`src/rtl/text_term_ctrl.sv`:
```
// Text-terminal cursor controller: turns received bytes into text-RAM cell writes
// on a COLS x ROWS grid. Define TEXT_TERM_ROW_CLEAR_EN to blank each newly entered row.
module text_term_ctrl #(
  parameter int COLS = 32,
  parameter int ROWS = 4,
  localparam int COL_W = $clog2(COLS),
  localparam int ROW_W = $clog2(ROWS)
) (
  input  logic             clk,
  input  logic             reset_n,
  input  logic [7:0]       rx_data,
  input  logic             rx_valid,
  input  logic             clear,
  output logic             wr_en,
  output logic [ROW_W-1:0] wr_row,
  output logic [COL_W-1:0] wr_col,
  output logic [7:0]       wr_data,
  output logic [ROW_W-1:0] cur_row,
  output logic [COL_W-1:0] cur_col,
  output logic             busy,
  output logic             overflow
);

  localparam logic [1:0] ST_IDLE      = 2'd0;
  localparam logic [1:0] ST_BLANK_ROW = 2'd1;
  localparam logic [1:0] ST_CLEAR_ALL = 2'd2;

  localparam logic [COL_W-1:0] COL_LAST = COL_W'(COLS - 1);
  localparam logic [ROW_W-1:0] ROW_LAST = ROW_W'(ROWS - 1);
  localparam logic [7:0]       SPACE    = 8'h20;

  logic [1:0]       state_q, state_d;
  logic [ROW_W-1:0] row_q, row_d;
  logic [COL_W-1:0] col_q, col_d;
  logic [ROW_W-1:0] seq_row_q, seq_row_d;
  logic [COL_W-1:0] seq_col_q, seq_col_d;
  logic             seq_done_q, seq_done_d;
  logic             hold_v_q, hold_v_d;
  logic [7:0]       hold_q, hold_d;
  logic             ovf_q, ovf_d;
  logic             wr_en_q, wr_en_d;
  logic [ROW_W-1:0] wr_row_q, wr_row_d;
  logic [COL_W-1:0] wr_col_q, wr_col_d;
  logic [7:0]       wr_data_q, wr_data_d;
  logic             busy_q, busy_d;

  logic             byte_v;
  logic [7:0]       byte_b;
  logic             advance;
  logic [ROW_W-1:0] next_row;

  assign next_row = (row_q == ROW_LAST) ? '0 : row_q + 1'b1;

  always_comb begin
    // NOTE: every combinational output gets a default first so no path infers a latch.
    state_d    = state_q;
    row_d      = row_q;
    col_d      = col_q;
    seq_row_d  = seq_row_q;
    seq_col_d  = seq_col_q;
    seq_done_d = seq_done_q;
    hold_v_d   = hold_v_q;
    hold_d     = hold_q;
    ovf_d      = ovf_q;
    wr_en_d    = 1'b0;
    wr_row_d   = wr_row_q;
    wr_col_d   = wr_col_q;
    wr_data_d  = wr_data_q;
    busy_d     = 1'b0;
    byte_v     = 1'b0;
    byte_b     = '0;
    advance    = 1'b0;

    if (clear) begin
      // Cell (0,0) goes out on the entry edge; the counter resumes at (0,1).
      state_d    = ST_CLEAR_ALL;
      row_d      = '0;
      col_d      = '0;
      hold_v_d   = 1'b0;
      ovf_d      = 1'b0;
      wr_en_d    = 1'b1;
      wr_row_d   = '0;
      wr_col_d   = '0;
      wr_data_d  = SPACE;
      seq_row_d  = '0;
      seq_col_d  = COL_W'(1);
      seq_done_d = 1'b0;
      busy_d     = 1'b1;
    end else if (state_q == ST_IDLE) begin
      if (hold_v_q) begin
        byte_v   = 1'b1;
        byte_b   = hold_q;
        hold_v_d = rx_valid;
        if (rx_valid) hold_d = rx_data;
      end else if (rx_valid) begin
        byte_v = 1'b1;
        byte_b = rx_data;
      end
    end else begin
      if (rx_valid) begin
        if (!hold_v_q) begin
          hold_v_d = 1'b1;
          hold_d   = rx_data;
        end else begin
          ovf_d = 1'b1;
        end
      end
      if (seq_done_q) begin
        state_d = ST_IDLE;
      end else begin
        busy_d    = 1'b1;
        wr_en_d   = 1'b1;
        wr_data_d = SPACE;
        wr_col_d  = seq_col_q;
        if (state_q == ST_CLEAR_ALL) begin
          wr_row_d = seq_row_q;
          if (seq_col_q == COL_LAST) begin
            seq_col_d = '0;
            if (seq_row_q == ROW_LAST) seq_done_d = 1'b1;
            else                       seq_row_d  = seq_row_q + 1'b1;
          end else begin
            seq_col_d = seq_col_q + 1'b1;
          end
        end else begin
          wr_row_d = row_q;
          if (seq_col_q == COL_LAST) seq_done_d = 1'b1;
          else                       seq_col_d  = seq_col_q + 1'b1;
        end
      end
    end

    if (byte_v) begin
      if (byte_b == 8'h0D || byte_b == 8'h0A) begin
        col_d   = '0;
        row_d   = next_row;
        advance = 1'b1;
      end else if (byte_b == 8'h08) begin
        if (col_q != '0) begin
          col_d     = col_q - 1'b1;
          wr_en_d   = 1'b1;
          wr_row_d  = row_q;
          wr_col_d  = col_q - 1'b1;
          wr_data_d = SPACE;
        end
      end else if (byte_b >= 8'h20 && byte_b <= 8'h7E) begin
        wr_en_d   = 1'b1;
        wr_row_d  = row_q;
        wr_col_d  = col_q;
        wr_data_d = byte_b;
        if (col_q == COL_LAST) begin
          col_d   = '0;
          row_d   = next_row;
          advance = 1'b1;
        end else begin
          col_d = col_q + 1'b1;
        end
      end
`ifdef TEXT_TERM_ROW_CLEAR_EN
      // Blanking starts on the edge after the cursor move, so it targets the new row.
      if (advance) begin
        state_d    = ST_BLANK_ROW;
        seq_col_d  = '0;
        seq_done_d = 1'b0;
      end
`endif
    end
  end

  // NOTE: sequential state uses non-blocking assignments so all flops update together.
  always_ff @(posedge clk or negedge reset_n) begin
    if (!reset_n) begin
      state_q    <= ST_IDLE;
      row_q      <= '0;
      col_q      <= '0;
      seq_row_q  <= '0;
      seq_col_q  <= '0;
      seq_done_q <= 1'b0;
      hold_v_q   <= 1'b0;
      hold_q     <= '0;
      ovf_q      <= 1'b0;
      wr_en_q    <= 1'b0;
      wr_row_q   <= '0;
      wr_col_q   <= '0;
      wr_data_q  <= '0;
      busy_q     <= 1'b0;
    end else begin
      state_q    <= state_d;
      row_q      <= row_d;
      col_q      <= col_d;
      seq_row_q  <= seq_row_d;
      seq_col_q  <= seq_col_d;
      seq_done_q <= seq_done_d;
      hold_v_q   <= hold_v_d;
      hold_q     <= hold_d;
      ovf_q      <= ovf_d;
      wr_en_q    <= wr_en_d;
      wr_row_q   <= wr_row_d;
      wr_col_q   <= wr_col_d;
      wr_data_q  <= wr_data_d;
      busy_q     <= busy_d;
    end
  end

  assign wr_en    = wr_en_q;
  assign wr_row   = wr_row_q;
  assign wr_col   = wr_col_q;
  assign wr_data  = wr_data_q;
  assign cur_row  = row_q;
  assign cur_col  = col_q;
  assign busy     = busy_q;
  assign overflow = ovf_q;

endmodule

```
`config.mk`:
```
export PLATFORM = sky130hd
export DESIGN_NAME = text_term_ctrl
export DESIGN_NICKNAME = d
export VERILOG_FILES = /design/src/rtl/text_term_ctrl.sv
export SDC_FILE = /design/constraint.sdc
export NUM_CORES = 1
export LEC_CHECK = 0
export ABC_CLOCK_PERIOD_IN_PS = 2400
export BUFFER_PORTS_ARGS = -buffer_cell sky130_fd_sc_hd__buf_4
export CORE_MARGIN = 10
export CORE_UTILIZATION = 24
export CTS_CLUSTER_SIZE = 24
export DETAILED_ROUTE_END_ITERATION = 10
export SLEW_MARGIN = 10
export SYNTH_ARGS = -nofsm -noshare
export SYNTH_HDL_FRONTEND = slang
export SYNTH_SLANG_ARGS = --single-unit
```
`constraint.sdc`:
```
create_clock -name clk -period 2.4 [get_ports clk]
set_clock_uncertainty 0.05 [all_clocks]
set_input_delay 0.6 -clock clk [delete_from_list [all_inputs] [get_ports clk]]
set_output_delay 0.6 -clock clk [all_outputs]
set_load 0.01 [all_outputs]
```
=== After elaboration in Yosys (flattened, before gate mapping) ===
Index checks and enable logic that the tools add are counted.

* Bits in registers: 44
* Bits of input ports: 12
* Output and inout bits: 25
* Word-level logic and storage cells: 143

* Add/subtract/negate cells: 5
* Order comparisons: 2
* Equality and inequality tests: 15
* Multiplexer cells: 90
* Bitwise gates (word level): 1
* Reductions and logical operators: 16

{| class="wikitable"
|+ Operator list
! cell !! count
|-
| 8-bit 2-to-1 mux || 17
|-
| 5-bit 2-to-1 mux || 21
|-
| 2-bit 2-to-1 mux || 25
|-
| 1-bit 2-to-1 mux || 27
|-
| 8-bit by 4-bit equality test with 1-bit output, second input constant || 3
|-
| 2-bit nonzero test || 6
|-
| 5-bit by 1-bit adder with 5-bit output, second input constant || 2
|-
| 5-bit equality test, second input constant || 2
|-
| 2-bit != test, second input constant || 5
|-
| 5-bit AND reduction || 2
|-
| 8-bit by 6-bit >= comparator with 1-bit output, second input constant || 1
|-
| 8-bit by 7-bit <= comparator with 1-bit output, second input constant || 1
|-
| 2-bit equality test, second input constant || 3
|-
| 3-bit AND reduction || 2
|-
| 5-bit nonzero test || 1
|-
| 5-bit by 1-bit subtractor with 5-bit output, second input constant || 1
|-
| 2-bit by 1-bit adder with 2-bit output, second input constant || 2
|-
| 3-bit != test, second input constant || 1
|-
| 3-bit nonzero test || 1
|-
| 2-bit logical NOT || 1
|-
| 2-bit by 1-bit != test with 1-bit output, second input constant || 1
|-
| 2-bit AND reduction || 1
|-
| 1-bit logical AND || 1
|-
| 1-bit logical OR || 1
|-
| 1-bit inverter || 1
|}

=== Logic depth before layout (Yosys ltp) ===
Gate-level depths: netlist of run 1.

* Depth after elaboration: 10
* Gate-level depth with buffers: 10
* Mapped depth without buffers: 8

=== Least setup slack after synthesis of run 1 ===
No wires, ideal clock.

* Path type: input to register
* Start: in rx_valid
* End: reg row_q[0] (netlist: cur_row[0])
* Setup time: 128 ps
* Arrival time: 2092 ps
* Data required time: 2222 ps
* Setup slack: 130 ps
* Cell stages on the path: 7
* Path buffers: 1
* Path through: and3b_1 > o21ai_2 > or3_1 > o21a_1 > buf_4 > a32oi_2 > mux2_1

* Longest elaborated chain between the ends: 10
* Elaborated cells between the ends (all ways): 19
* Those cells by class: 2 x order compare; 3 x eq/ne; 12 x mux; 2 x reduce/logical

{| class="wikitable"
|+ Ends and longest elaborated chain
! what !! RTL line !! text
|-
| start, declared || 12 || <nowiki>input logic rx_valid,</nowiki>
|-
| 8-bit 2-to-1 mux || 95 || <nowiki>end else if (rx_valid) begin</nowiki>
|-
| 8-bit 2-to-1 mux || 90 || <nowiki>if (hold_v_q) begin</nowiki>
|-
| 8-bit 2-to-1 mux || 89 || <nowiki>end else if (state_q == ST_IDLE) begin</nowiki>
|-
| 8-bit 2-to-1 mux || 74 || <nowiki>if (clear) begin</nowiki>
|-
| 8-bit by 6-bit >= comparator with 1-bit output / 8-bit by 7-bit <= comparator with 1-bit output (equally long branches) || 145 || <nowiki>end else if (byte_b >= 8'h20 && byte_b <= 8'h7E) begin</nowiki>
|-
| 1-bit logical AND || 145 ||
|-
| 2-bit 2-to-1 mux || 145 ||
|-
| 2-bit 2-to-1 mux || 137 || <nowiki>end else if (byte_b == 8'h08) begin</nowiki>
|-
| 2-bit 2-to-1 mux || 133 || <nowiki>if (byte_b == 8'h0D || byte_b == 8'h0A) begin</nowiki>
|-
| 2-bit 2-to-1 mux * || 132 || <nowiki>if (byte_v) begin</nowiki>
|-
| net row_d[0] || 33 || <nowiki>logic [ROW_W-1:0] row_q, row_d;</nowiki>
|-
| end signal, assigned || 188 || <nowiki>row_q <= row_d;</nowiki>
|-
| end, declared || 33 ||
|}

Mark *: on every way through the listed nets, which the timed path passes. The rest lies on a longest branch.
A chain may end at the register's enable or synchronous reset.

=== Worst setup path in the final report of run 1 ===
* Start: reg hold_v_q
* End: reg row_q[0] (netlist: cur_row[0])

* Longest elaborated chain between the ends: 9
* Elaborated cells between the ends (all ways): 17
* Those cells by class: 2 x order compare; 3 x eq/ne; 10 x mux; 2 x reduce/logical

{| class="wikitable"
|+ Ends and longest elaborated chain
! what !! RTL line !! text
|-
| start, declared || 38 || <nowiki>logic hold_v_q, hold_v_d;</nowiki>
|-
| start signal, assigned || 193 || <nowiki>hold_v_q <= hold_v_d;</nowiki>
|-
| 8-bit 2-to-1 mux || 90 ||
|-
| 8-bit 2-to-1 mux || 89 ||
|-
| 8-bit 2-to-1 mux || 74 ||
|-
| 8-bit by 6-bit >= comparator with 1-bit output / 8-bit by 7-bit <= comparator with 1-bit output (equally long branches) || 145 ||
|-
| 1-bit logical AND || 145 ||
|-
| 2-bit 2-to-1 mux || 145 ||
|-
| 2-bit 2-to-1 mux || 137 ||
|-
| 2-bit 2-to-1 mux || 133 ||
|-
| 2-bit 2-to-1 mux * || 132 ||
|-
| net row_d[0] || 33 ||
|}

Marked as above.

==> run metrics, run 1 <==
crit path launch type register; Post-synth EDFFs 0; die area 15100 um2; PwrDens 457 nW/um2; gpl congestion 0.887; First-pass DRT Iterations 4; hpwl dp roughly 5300 um; DRC errors left 0; Setup violations, final 0; WS Path Type register to register; IO Pins 37; final critical-path share of the clock period 95.4%; ys async rst share 100%; root buf cell clkbuf_8; CP max FO 21; chip width 123 um; Slew Limit Fails 0; first-pass GRT wire length around 11000 um; CTS max path bufs 2; 1st-iter DRT viols 88; met1 Track Usage GR 13.1%; Worst Hold Class input pin to async pin; Sw Ratio 27.4%; Synth warnings 0; share of cells above drive strength 1 30.8%; CTS Buf Count 5; crit-path cells buf_12 -> nor2b_4 -> a22oi_1 -> or3_1 -> o21a_2 -> a32oi_2 -> mux2_1; Core ar. 10300 um2; Final nets 349; synthesis-to-layout area growth 30.0%; Yosys reg bits 43; Power, Total roughly 1.5 mW; # rows 37; syn_area_per_cell between 9 and 10 um2; Netlist cell types 57; Peak VDD IR 0.216 mV; Via density 4.86; ANT nets after route 0; post-synthesis sequential area ratio 42.3%; max incr delay on CP 0.46 ns; All-Layer GR Usage roughly a tenth; Net Sw Power between 0.4 and 0.5 mW; CTS hold repair buffers 0; via count of the first global-routing pass 2233; Via Count approximately 2.3k; r2r worst-path depth 7; fin crit period 2.29 ns; die height 123 um; LEAKAGE 1.49 nW; Post-Syn Instances 268; outcome complete, no violations; Clock Power Share 33.7%; combinational power share between 10% and 20%; H-Tree Depth 2; syn_nets 287; initial core utilization 24.6%; post-layout util 32.0%; Critical-path top delay cell dfrtp_1; CP Buf/Inv Count 1; f_max 437 MHz; critical path required time 2.55 ns; Syn Std Cell Area 2540 um2; I/O Buffers 36; Crit path arrival time between 2 and 2.5 ns; CP Depth 7; total congestion overflow 0; RSZ-0062 raised after global routing no; M2 GR Usage 14.2%; WL per Instance around 15 um; Tightest Pin Transition approximately 0.56 ns; global route hottest layer met2; largest net degree at the start of global routing 44; total clock sinks 43; ys flop type dfrtp_1; slew margin rel. 62.8%; Sequential Power Share 53.1%; met3 Usage GRT 2.23%; Pint 1.10 mW; Post-Route WL 7000 um; Top delay family on crit path compound AO/OA/AOI/OAI gates; Antenna Cells 0; Clock transition at path regs 0.10 ns; endpoint class of the critical path register; CTS tree done; max-cap violations 0; Clock Latency Late Sink approximately 0.31 ns; initial antenna violation count 0; final hold violation count 0
-- power by group through the flow --
| stage | combinational, mW | clock (mW) | sequential, mW |
|---|---|---|---|
| after CTS | 0.201 | 0.529 | 0.801 |
| after global placement | 0.195 | 0 | 0.814 |
| after floorplan | 0.116 | 0 | 0.805 |
| final | 0.199 | 0.510 | 0.802 |
| after detailed placement | 0.200 | 0 | 0.816 |
| after global routing | 0.223 | 0.556 | 0.808 |
-- cell usage after synthesis (7+ instances only) --
cell	number	area [um2]
dfrtp_1	43	1080
nand2_1	25	93.8
nor2_1	22	82.6
o21ai_0	17	85.1
a21oi_1	16	80.1
mux2_2	10	113
inv_1	8	30.0
nor3_1	8	40.0
ha_1	7	87.6
-- cell usage in the layout, fill, tap and decap left out, drive strengths merged, types with 3 or more instances in the layout --
master,count
a22oi,5
ha,7
clkbuf,6
and3,5
nand3b,5
nand3,5
xnor2,3
buf,71
mux2i,3
mux2,13
xor2,3
nor3,8
inv,8
a31oi,5
nand2b,5
o21ai,21
dfrtp,43
nor2b,5
and2,5
a211oi,4
nor2,23
a221oi,4
a21oi,16
nand2,25
-- cells by family after synthesis --
logic type                 after synthesis  synth area share [%]
muxes                                   16                  6.94
xor gates and xnor gates                 6                  2.07
buffers and inverters                   24                  4.38
adders and majority gates                7                  3.44
AOI/OAI and AO/OA                       76                  20.9
and+or+nand+nor                         96                  20.0
DFF                                     43                  42.3
-- flip-flops by register name, summed over array words and instances (netlist names) --
name / cells
cur_row: 2
wr_col: 5
overflow: 1
hold_q: 8
seq_row_q: 2
busy: 1
wr_data: 8
wr_en: 1
seq_done_q: 1
cur_col: 5
state_q: 1
seq_col_q: 5
hold_v_q: 1
wr_row: 2
-- final timing paths --
| kind | start | end | slack (ns) |
|---|---|---|---|
| max in group asynchronous | reset_n | hold_q[6] | 1.68 |
| worst max register to register | hold_v_q | cur_row[0] | 0.11 |
| worst max-delay path | hold_v_q | cur_row[0] | 0.11 |
| min in group clk | wr_data[0] | wr_data[0] | 0.44 |
| worst min-delay path | reset_n | seq_col_q[2] | 0.22 |
| worst min register to register | wr_data[0] | wr_data[0] | 0.44 |
-- what timing repair did --
| item | in CTS | in global routing |
|---|---|---|
| gates resized for setup | 0 | 4 |
| setup buffers | 0 | 1 |
| setup endpoints to repair | 0 | 11 |
-- routing by layer --
layer / wire [um] / part of all wire [%]
met5: 0 / 0
met4: 48 / 0.69
met3: 412 / 5.9
met2: 3240 / 46
met1: 3290 / 47
-- final cells by class --
type	instances	area, um2
fill	1088	7020
multi-input combinational	201	1370
sequential	43	1080
timing repair buffer	71	558
tap	136	170
clock buffer	6	82.6
inverter	8	30.0
clock inverter	2	16.3
-- stage by stage --
step | setup TNS (ns) | cell area [um2] | hold WS (ns) | std cells | setup slack [ns]
floorplan | 0 | 2540 | 0.254 | 268 | 0.130
global placement | -0.0385 | 3180 | 0.423 | 458 | -0.0199
detailed placement | -0.121 | 3180 | 0.426 | 458 | -0.0660
CTS | 0 | 3280 | 0.248 | 466 | 0.0115
global route | 0 | 3300 | 0.264 | 467 | 0.00349
finish | 0 | 3300 | 0.218 | 467 | 0.110
No activity file was read; power rests on OpenSTA's default activity.
==> run 2, diff against run 1 <==
--- a/config.mk
+++ b/config.mk
@@ -11,6 +11,7 @@
 export CORE_UTILIZATION = 24
 export CTS_CLUSTER_SIZE = 24
 export DETAILED_ROUTE_END_ITERATION = 10
+export RECOVER_POWER = 100
 export SLEW_MARGIN = 10
 export SYNTH_ARGS = -nofsm -noshare
 export SYNTH_HDL_FRONTEND = slang
==> run 2 against run 1 <==
Effect of this change: sequential share of layout area increased by 1.2 points; flip-flop and latch count unchanged; sequential power about the same; global-route usage unchanged; final area decreased by 3.7%; critical path type unchanged; largest cell class unchanged; largest power group unchanged.
==> run metrics, run 2 (same netlist as run 1, synthesis figures left out) <==
outcome complete, no violations; Tightest Pin Transition ~1.1 ns; 1st-iter DRT viols 90; root buf cell clkbuf_8; Post-Route WL 6920 um; final hold violation count 0; Power, Total 1.50 mW; total congestion overflow 0; PwrDens approximately 470 nW/um2; fill cell count approximately 1.1k; Core ar. 10300 um2; CTS Buf Count 5; LEAKAGE 1.36 nW; critical path required time 2.55 ns; max incr delay on CP 0.45 ns; max layer used met4; # rows 37; WL per Instance 14.8 um; Antenna Cells 0; commonest non-fill, non-tap cell in the layout dfrtp_1; IO Pins 37; First-pass DRT Iterations 4; CTS hold repair buffers 0; crit-path cells buf_12 -> nor2b_4 -> a22oi_1 -> or3_1 -> o21a_2 -> a32oi_2 -> mux2_1; ANT nets after route 0; gpl congestion around 0.89; design area 3180 um2; Via Count 2249; WS Path Type register to register; CTS max path bufs 2; die area 15100 um2; synthesis-to-layout area growth 25.2%; chip width 123 um; slew margin rel. slightly below 30%; Peak VDD IR 0.215 mV; total clock sinks 43; met3 WL roughly 400 um; I/O Buffers 36; Clock transition at path regs 0.09 ns; RSZ-0062 raised after global routing no; CP max FO 21; Placed Cells 458; WL met2 between 3000 and 4000 um; All-Layer GR Usage 9.34%; initial antenna violation count 0; hpwl dp 5320 um; initial core utilization 24.6%; DRC errors left 0; fin cells roughly 470; f_max 440 MHz; crit path launch type register; die height 123 um; H-Tree Depth 2; Crit path arrival time roughly 2.4 ns; Final nets 349; wl on met1 3310 um; Slew Limit Fails 0; Worst Hold Class input pin to async pin; Setup violations, final 0; CTS tree done; Critical-path top delay cell dfrtp_1; max-cap violations 0; endpoint class of the critical path register; R2R Setup Slk 0.13 ns; via count of the first global-routing pass 2233; largest net degree at the start of global routing 44; first-pass GRT wire length 11500 um; total negative slack 0 ns; Via density 4.82; Clock Latency Late Sink 0.30 ns; final critical-path share of the clock period between 90% and 100%; Area after DPL about 3200 um2; most frequent cells in the layout dfrtp_1, clkbuf_1, buf_4; share of cells above drive strength 1 21.5%; fin crit period 2.27 ns
-- run 2: cell types whose count changed in the layout (fill, tap and decap cells not counted) --
cell	change
clkbuf_1	+31
buf_4	-39
clkbuf_2	+2
clkbuf_4	+6
-- run 2: worst paths after layout --
kind / cells past startpoint / startpoint / endpoint
hold / removal: 1 / reset_n / seq_col_q[2]
setup / recovery: 7 / hold_v_q / cur_row[0]
min in group clk: 1 / wr_data[0] / wr_data[0]
hold reg to reg: 1 / wr_data[0] / wr_data[0]
setup reg to reg: 7 / hold_v_q / cur_row[0]
max in group asynchronous: 1 / reset_n / hold_q[6]
-- run 2: per-layer routing --
layer | vias to the layer above | global-route usage [%]
met2 | 65 | 14.2
met5 | - | 0
li1 | 1098 | -
met4 | 0 | 1.99
met1 | 1080 | 13.1
met3 | 6 | 2.23
-- run 2: power by group --
part	switching (mW)	leakage, nW	internal [mW]
clock	0.274	0.0474	0.235
sequential	0.0383	0.553	0.763
combinational	0.0996	0.756	0.0929
-- run 2: critical path, delay by kind of cell (launching register included) --
family                 cells  cell delay, ns
AO/OA/AOI/OAI              3            0.62
buffers and inverters      1            0.18
flip-flops                 1            0.45
multiplexers               1            0.34
AND/OR/NAND/NOR            2            0.51
-- run 2: final cells by class --
type                            count  area [um2]  area share (%)
Inverter                            8        30.0           0.943
Clock inverter                      2        16.3           0.511
Sequential cell                    43        1080            33.8
Tap cell                          136         170            5.35
Timing Repair Buffer               71         437            13.7
Clock buffer                        6        82.6            2.59
Multi-Input combinational cell    201        1370            43.1
-- run 2: metrics by stage --
| stage | util, % | setup WS (ns) | hold slack (ns) |
|---|---|---|---|
| finish | 30.8 | 0.128 | 0.418 |
| global route | 30.8 | 0.00627 | 0.478 |
| CTS | 31.8 | 0.0115 | 0.248 |
| detailed placement | 30.8 | -0.0660 | 0.426 |
| global placement | 30.8 | -0.0199 | 0.423 |
| floorplan | - | 0.130 | 0.254 |
-- run 2: repair_timing --
item                       in CTS  in global routing
gates resized for setup         0                  4
setup endpoints to repair       0                 11
setup buffers                   0                  1
==> run 3, diff against run 2 <==
--- a/config.mk
+++ b/config.mk
@@ -8,9 +8,12 @@
 export ABC_CLOCK_PERIOD_IN_PS = 2400
 export BUFFER_PORTS_ARGS = -buffer_cell sky130_fd_sc_hd__buf_4
 export CORE_MARGIN = 10
-export CORE_UTILIZATION = 24
+export CORE_UTILIZATION = 45
+export CTS_CLUSTER_DIAMETER = 200
 export CTS_CLUSTER_SIZE = 24
 export DETAILED_ROUTE_END_ITERATION = 10
+export GPL_TIMING_DRIVEN = 0
+export PLACE_DENSITY = 0.65
 export RECOVER_POWER = 100
 export SLEW_MARGIN = 10
 export SYNTH_ARGS = -nofsm -noshare
==> run 3 against run 2 <==
Effect of this change: critical path depth up 1; fmax down 3.4%; via count down 3.0%; register-to-register slack worse by 0.08 ns; setup slack worse by 0.080 ns; wire length down 8.4%; flip-flop and latch count unchanged.
==> run metrics, run 3 (same netlist as run 1, synthesis figures left out) <==
outcome complete, no violations; Area after DPL 2900 um2; FF-to-FF End cur_row[1]; R2R Setup Slk 0.05 ns; CTS max path bufs 2; largest net degree at the start of global routing 44; Core ar. 5510 um2; endpoint class of the critical path register; Post-Route WL 6340 um; # rows 27; Via density around 5.7; RSZ-0062 raised after global routing yes; WS Path Type register to register; met1 Track Usage GR a little under a fifth; first-pass GRT wire length around 11000 um; crit path launch type register; total clock sinks 43; Crit path arrival time 2.49 ns; most frequent cells in the layout dfrtp_1, clkbuf_1, nand2_1; ANT nets after route 0; global route hottest layer met2; share of cells above drive strength 1 20.4%; Worst Hold Class input pin to async pin; synthesis-to-layout area growth 19.3%; f_max 425 MHz; met3 Usage GRT under 10%; Slew Limit Fails 0; IO Pins 37; CTS tree done; M2 GR Usage 23.0%; CP endpoint cur_row[1]; commonest non-fill, non-tap cell in the layout dfrtp_1; via count of the first global-routing pass 2215; r2r worst-path depth 8; design area around 3000 um2; die area 9060 um2; All-Layer GR Usage 14.4%; CTS Buf Count 5; slew margin rel. 28.6%; critical path required time around 2.5 ns; Setup violations, final 0; Antenna Cells 0; total congestion overflow 0; total negative slack 0 ns; initial core utilization 46.2%; CP startpoint state_q[1]; root buf cell clkbuf_8; chip width 95.2 um; initial antenna violation count 0; fin crit period 2.35 ns; Peak VDD IR 0.374 mV; Clock transition at path regs approximately 0.08 ns; Via Count ~2.2k; Final nets approximately 330; LEAKAGE 1.28 nW; Clock Latency Late Sink 0.29 ns; final hold violation count 0; DRC errors left 0; fill cell count 528; final critical-path share of the clock period 98.0%; die height 95.2 um; CP max FO 9; WL per Instance 16.4 um; 1st-iter DRT viols 95; I/O Buffers 36; PwrDens 482 nW/um2; max-cap violations 0; FF-to-FF Start state_q[1]; Tightest Pin Transition 1.07 ns; First-pass DRT Iterations 4; gpl congestion 0.893; hpwl dp 4630 um; H-Tree Depth 2
==> run 3: changes by cell type in the layout (fill, tap and decap cells not counted), moves of 2 or more <==
| cell | delta |
|---|---|
| buf_1 | +3 |
| buf_12 | -2 |
| buf_2 | +3 |
| buf_4 | -14 |
| buf_6 | +2 |
| clkbuf_1 | -2 |
| clkbuf_4 | -5 |
| mux2_1 | -2 |
| mux2_4 | +2 |
| nand2_1 | -2 |
| nand2_2 | +2 |
| nor2_1 | -2 |
| nor2_4 | +2 |
==> run 3: routing by layer <==
metal	wire length (um)	vias to the layer above
met5	0	-
met4	88	0
met2	2910	47
met3	302	9
met1	3040	1055
li1	-	1070
==> run 3: power breakdown <==
group	internal [mW]	switching, mW
logic	0.0858	0.109
clock network	0.226	0.241
registers	0.763	0.0375
total	1.07	0.388
==> run 3: worst max-delay path, cell delays in order, from the launching register on <==
cell	delay [ns]
dfrtp_1	0.38
buf_6	0.14
nor2_4	0.14
o21ai_4	0.14
or3_4	0.41
o21a_1	0.18
buf_4	0.17
a32oi_4	0.30
mux2_4	0.33
==> run 3: cell type report <==
class	count	area [um2]	area share [%]
plain buffers	16	90.1	2.97
clock buffers	6	82.6	2.72
clock inverters	1	5.00	0.165
inverters	8	30.0	0.990
multi-input cells	201	1460	48.1
flip-flops and latches	43	1080	35.5
well taps	72	90.1	2.97
repair buffers	39	200	6.60
==> run 3: worst min-delay path by stage <==
stage | to | startpoint | cells after the start
finish | seq_done_q | reset_n | 1
global route | wr_data[0] | wr_data[0] | 1
CTS | wr_row[0] | reset_n | 1
detailed placement | wr_data[0] | wr_data[0] | 1
global placement | wr_data[0] | wr_data[0] | 1
floorplan | busy | reset_n | 0
==> run 3: per-stage QoR <==
| stage | instances | total power, mW | setup slack [ns] | hold WS (ns) | utilization, % |
|---|---|---|---|---|---|
| detailed placement | 376 | 0.997 | -0.284 | 0.417 | 52.7 |
| finish | 386 | 1.46 | 0.0475 | 0.430 | 55.1 |
| floorplan | 268 | 0.921 | 0.130 | 0.254 | - |
| global placement | 376 | 0.993 | -0.279 | 0.413 | 52.7 |
| global route | 386 | 1.53 | -0.0538 | 0.454 | 55.1 |
| CTS | 384 | 1.47 | 0.00461 | 0.258 | 55.1 |
==> run 3: what timing repair did <==
item / 4_1_cts / 5_1_grt
pin swaps: 0 / 4
hold endpoints to repair: 0 / 0
buffers inserted: 1 / 2
setup endpoints to repair: 11 / 23
gates resized for setup: 7 / 19
gates cloned: 0 / 0
hold buffers: 0 / 0
